==> src/rtl/multi_digit_display_scan.sv <==
// Scanned driver for a NUM_DIGITS hex seven-segment display, tear-free frames.
// Define LEADING_ZERO_BLANK_EN to darken leading zero digits.
module multi_digit_display_scan #(
   parameter int NUM_DIGITS  = 4,
   parameter int REFRESH_DIV = 50000
) (
   input  logic                    clk,
   input  logic                    rst_n,
   input  logic [4*NUM_DIGITS-1:0] value_i,
   input  logic                    load_i,
   input  logic [NUM_DIGITS-1:0]   dp_i,
   input  logic [NUM_DIGITS-1:0]   blank_i,
   input  logic                    enable_i,
   output logic [6:0]              seg_o,
   output logic                    dp_o,
   output logic [NUM_DIGITS-1:0]   an_o,
   output logic                    frame_o
);

   localparam int W  = 4 * NUM_DIGITS;
   localparam int IW = (NUM_DIGITS > 1) ? $clog2(NUM_DIGITS) : 1;
   localparam int PW = (REFRESH_DIV > 1) ? $clog2(REFRESH_DIV) : 1;
   localparam logic [IW-1:0] LAST = IW'(NUM_DIGITS - 1);
   localparam logic [PW-1:0] TC   = PW'(REFRESH_DIV - 1);

   logic [PW-1:0] presc;
   logic [IW-1:0] idx;
   logic [W-1:0]  pending;
   logic [W-1:0]  shadow;
   logic          pend_v;
   logic          tick;
   logic          wrap;
   logic [3:0]    nib;
   logic          zblank;

   function automatic logic [6:0] glyph(input logic [3:0] h);
      case (h)
         4'h0: glyph = 7'h40;
         4'h1: glyph = 7'h79;
         4'h2: glyph = 7'h24;
         4'h3: glyph = 7'h30;
         4'h4: glyph = 7'h19;
         4'h5: glyph = 7'h12;
         4'h6: glyph = 7'h02;
         4'h7: glyph = 7'h78;
         4'h8: glyph = 7'h00;
         4'h9: glyph = 7'h10;
         4'hA: glyph = 7'h08;
         4'hB: glyph = 7'h03;
         4'hC: glyph = 7'h46;
         4'hD: glyph = 7'h21;
         4'hE: glyph = 7'h06;
         4'hF: glyph = 7'h0E;
      endcase
   endfunction

   assign tick = enable_i && (presc == TC);
   assign wrap = tick && (idx == LAST);
   assign nib  = shadow[{idx, 2'b00} +: 4];

`ifdef LEADING_ZERO_BLANK_EN
   logic [NUM_DIGITS-1:0] upper_zero;

   // upper_zero[k]: nibbles k..top of the shadow word are all zero
   always_comb begin
      upper_zero = '0;
      for (int k = 0; k < NUM_DIGITS; k++)
         upper_zero[k] = ((shadow >> (4 * k)) == '0);
   end

   assign zblank = (idx != '0) && upper_zero[idx];
`else
   assign zblank = 1'b0;
`endif

   always_ff @(posedge clk or negedge rst_n) begin
      if (!rst_n) begin
         presc   <= '0;
         idx     <= '0;
         pending <= '0;
         shadow  <= '0;
         pend_v  <= 1'b0;
         seg_o   <= 7'h7F;
         dp_o    <= 1'b1;
         an_o    <= '1;
         frame_o <= 1'b0;
      end else begin
         frame_o <= wrap;
         if (enable_i) begin
            presc <= tick ? '0 : presc + PW'(1);
            if (tick)
               idx <= (idx == LAST) ? '0 : idx + IW'(1);
         end
         // a load coinciding with the boundary goes straight to the shadow
         if (wrap) begin
            if (load_i)
               shadow <= value_i;
            else if (pend_v)
               shadow <= pending;
            pend_v <= 1'b0;
         end else if (load_i) begin
            pending <= value_i;
            pend_v  <= 1'b1;
         end
         if (!enable_i) begin
            seg_o <= 7'h7F;
            dp_o  <= 1'b1;
            an_o  <= '1;
         end else begin
            an_o  <= ~(NUM_DIGITS'(1) << idx);
            seg_o <= (blank_i[idx] || zblank) ? 7'h7F : glyph(nib);
            dp_o  <= blank_i[idx] ? 1'b1 : ~dp_i[idx];
         end
      end
   end

endmodule
==> config.mk <==
export PLATFORM = sky130hd
export DESIGN_NAME = multi_digit_display_scan
export DESIGN_NICKNAME = d
export VERILOG_FILES = /design/src/rtl/multi_digit_display_scan.sv
export SDC_FILE = /design/constraint.sdc
export NUM_CORES = 1
export LEC_CHECK = 0
export CORE_MARGIN = 10
export CORE_UTILIZATION = 35
export CTS_BUF_LIST = sky130_fd_sc_hd__clkbuf_4
export CTS_CLUSTER_SIZE = 40
export DETAILED_ROUTE_END_ITERATION = 8
export GPL_TIMING_DRIVEN = 0
export PLACE_DENSITY = 0.56
export SYNTH_ARGS = -nofsm -noshare
export SYNTH_HDL_FRONTEND = slang
export SYNTH_SLANG_ARGS = --single-unit
export TNS_END_PERCENT = 10
==> constraint.sdc <==
create_clock -name clk -period 7.3 [get_ports clk]
set_input_delay 1.095 -clock clk [delete_from_list [all_inputs] [get_ports clk]]
set_output_delay 1.095 -clock clk [all_outputs]
set_load 0.1 [all_outputs]
==> implementation parameters <==
Parameter                              Value

Outcome
  Status    completed

Cells and area
  Fill count    865
  Area used by multi-input combinational logic    1490 sq um
  Leading cell type in the layout, fill and taps excluded    dfrtp_1
  ANT cells    0
  Area used by sequential logic in the layout    1620 sq um
  Fraction of the core area covered by cells at the end of the flow    0.424
  Fraction of layout instances using a drive strength above 1    0.196
  Signed area change from the synthesized netlist to the final layout    19.4%
  Net count reported at finish    376
  Commonest non-fill, non-tap cells in the layout    52 x dfrtp_1, 38 x clkdlybuf4s50_1, 24 x nor2_1, 17 x nor3_1

Run
  Max-cap violation count    0

Yosys
  Async set-reset flop share out of synthesis    1.00
  Synth Register Bits    64
  Area of the mapped netlist    3250 sq um
  Synth Net Count    326
  Yosys warns    0
  Number of instances in the synthesized netlist    287
  Post-synth cell types    45
  Number of flops mapped to enable cells by yosys    0
  Most frequently used flop master after synthesis    dfrtp_1
  Synthesized area divided by synthesized cell count    11.3 sq um
  Share of synthesized area occupied by flip-flops and latches    0.498

Worst setup path
  Reg2Reg Depth    5
  Cell family with the largest share of critical-path delay    simple AND/OR/NAND/NOR gates
  CP endpoint kind    flop
  CP arrival    3.52 ns
  Worst reg2reg path endpoint    shadow[3]
  Setup slack, reg-to-reg    4.65 ns
  Buffers & Inverters on Critical Path    2
  Highest cell delay on the worst timing path    0.96 ns
  Stages on the worst setup path    6
  Setup Crit Path Kind    in2reg
  Sort of element at the start of the critical path    input port
  Critical-path maximum fanout    10
  Required arrival time at the worst endpoint    7.60 ns
  R2r startpoint    presc[10]
  Cells along the critical path    clkdlybuf4s50_1 > nand4_1 > nor4_1 > buf_2 > a31oi_1 > o221a_2
  Slowest stage cell on the critical path    nor4_1

CTS
  H-tree depth    3
  Number of buffers added to fix hold violations after cts    0
  Clock tree from TritonCTS    yes
  Count of buffers added by post-CTS timing repair for setup    0
  TritonCTS Sinks    64
  Clock latency at the later pin of the worst-skew pair    0.42 ns
  Clock transition at the registers of the reported paths    0.10 ns
  Clock root buffer    clkbuf_4
  Cts bufs inserted    9
  Deepest clock path buffer count    2
  Count of cells resized by post-cts repair    0

Route
  DR vias/cell    5.34
  Met2 routed WL    3.59 mm
  Detailed router's first-iteration violation count    126
  Number of detailed-routing iterations run before antenna repair    4
  Total via count after detailed routing    2420
  Met1 layer wirelength in the final routing    3.49 mm
  Wirelength, routed    7.64 mm
  Final routed wire length divided by cell count    16.9 microns
  DRC errors left    0
  Number of nets still failing antenna checks after routing    0
  Met3 Routed Length    417 microns
  Top metal layer carrying routed signals    met4

Min path
  Worst hold path endpoint    presc[15]
  Number of instances on the worst hold path    1
  Startpoint of the lowest-slack hold path    presc[15]
  Hold Crit Class    reg2reg

STA
  Setup repair after global routing missed its margin    false
  Aggregate negative setup slack    0 ns
  Max Transition Viols Final    0
  Final worst-path cycle share    0.441
  Worst setup skew after layout    0.0142 ns
  Total of endpoints with negative setup slack in the final report    0
  Slew of the pin with the lowest slew margin    1.02 ns
  Worst Hold Margin    0.492 ns
  Final critical delay including setup and external delays    3.22 ns
  F_max    0.311 GHz
  Final hold vios    0
  Final setup margin    4.08 ns
  Worst slew margin    0.312

Power and ir drop
  Total power consumption of the routed design    735 uW
  Maximum VDD drop    0.0741 mV
  Power density relative to cell area    190 nW/um^2
  Sequential share of power    0.563
  Share of power burned in the clock network    0.269
  Static Leak    0.00163 uW
  Share of total power consumed by net switching    0.304
  Combinational share of power    0.168
  Cell internal pwr    512 uW
  Switching power summed over all nets    223 uW

Floorplan
  Initial Utilization    0.355
  Rows    35
  Die extent in y    116 microns
  Core Footprint    9150 sq um
  Count of boundary I/O pins    41
  Die Footprint    13500 sq um
  Die W    116 microns

Placed design
  Detailed Place HPWL    5.34 mm
  Routability cong.    0.807
  Buffers on Ports    39
  Worst setup timing slack at the placement stage    3.65 ns

Global routing
  Aggregate global routing overflow    0
  Global Route Usage Sum    0.120
  Via count of the first global-routing pass    2530
  Antenna violations before repair    0
  First-pass GRT wire length    12.7 mm
  Pin count of the biggest net entering global routing    65
-- power groups by stage --
stage / clock (uW) / combinational, uW / sequential, uW
2_1_floorplan: 0 / 67.6 / 431
3_3_place_gp: 0 / 122 / 420
3_5_place_dp: 0 / 125 / 420
4_1_cts: 205 / 125 / 414
5_1_grt: 224 / 136 / 419
6_report: 198 / 124 / 413
-- per-layer routing --
layer,up-vias,track usage
li1,1159,-
met1,1187,0.154
met2,63,0.181
met3,11,0.0318
met4,0,0.0584
met5,-,0
-- final cells by class --
type                    count  area share
well taps                 111      0.0358
multi-input cells         190       0.385
plain buffers              19      0.0219
clock inverters             6     0.00710
repair buffers             39       0.100
flip-flops and latches     64       0.417
clock buffers              10      0.0194
inverters                  14      0.0136
-- sequential cells by signal, summed over array words and instances (netlist names) --
| signal | cells |
|---|---|
| dp_o | 1 |
| pending | 16 |
| pend_v | 1 |
| idx | 2 |
| an_o | 4 |
| shadow | 16 |
| seg_o | 7 |
| presc | 16 |
| frame_o | 1 |
-- worst max-delay path by stage --
stage             endpoint  slack (ns)     start
5_1_grt         shadow[14]        3.74  enable_i
3_3_place_gp      presc[7]        2.95     rst_n
3_5_place_dp     shadow[4]        3.65  enable_i
6_report         shadow[3]        4.08  enable_i
4_1_cts          shadow[3]        4.09  enable_i
2_1_floorplan  pending[10]        4.52  enable_i
-- cell usage after synthesis (2+ instances only) --
| master | instances | area, sq um |
|---|---|---|
| nor2_1 | 24 | 90.1 |
| nand2_1 | 16 | 60.1 |
| dfrtp_1 | 52 | 1300 |
| xnor2_1 | 6 | 52.6 |
| nor2b_1 | 3 | 18.8 |
| o221a_2 | 16 | 180 |
| nand2b_1 | 2 | 12.5 |
| a21oi_1 | 5 | 25.0 |
| clkbuf_1 | 15 | 56.3 |
| nand4_1 | 4 | 25.0 |
| ha_1 | 11 | 138 |
| dfstp_2 | 12 | 315 |
| mux2_2 | 8 | 90.1 |
| xor2_1 | 4 | 35.0 |
| or3_1 | 2 | 12.5 |
| a21o_1 | 2 | 15.0 |
| mux2_1 | 10 | 113 |
| buf_2 | 2 | 10.0 |
| a41oi_1 | 2 | 17.5 |
| a31oi_1 | 15 | 93.8 |
| mux2i_1 | 3 | 30.0 |
| mux4_2 | 6 | 135 |
| o221ai_1 | 4 | 35.0 |
| nor3_1 | 17 | 85.1 |
| o21ai_0 | 6 | 30.0 |
| nor4_1 | 2 | 12.5 |
| inv_1 | 14 | 52.6 |
| or4_1 | 2 | 15.0 |
| nand3_1 | 5 | 25.0 |
| o22ai_1 | 2 | 12.5 |
-- logic make-up after synthesis --
group	count (synthesis)	synth area share
compound gates	55	0.136
xor+xnor	10	0.0270
fa+ha+maj	11	0.0424
buf+inv	33	0.0424
flops	64	0.498
mux	27	0.113
simple gates	87	0.141
-- per-stage QoR --
step                      instances  area (sq um)
after floorplan                 287          3250
after global placement          437          3780
after detailed placement        437          3770
after CTS                       453          3880
after global routing            453          3880
final                           453          3880
(Power assumes the default switching activity.)
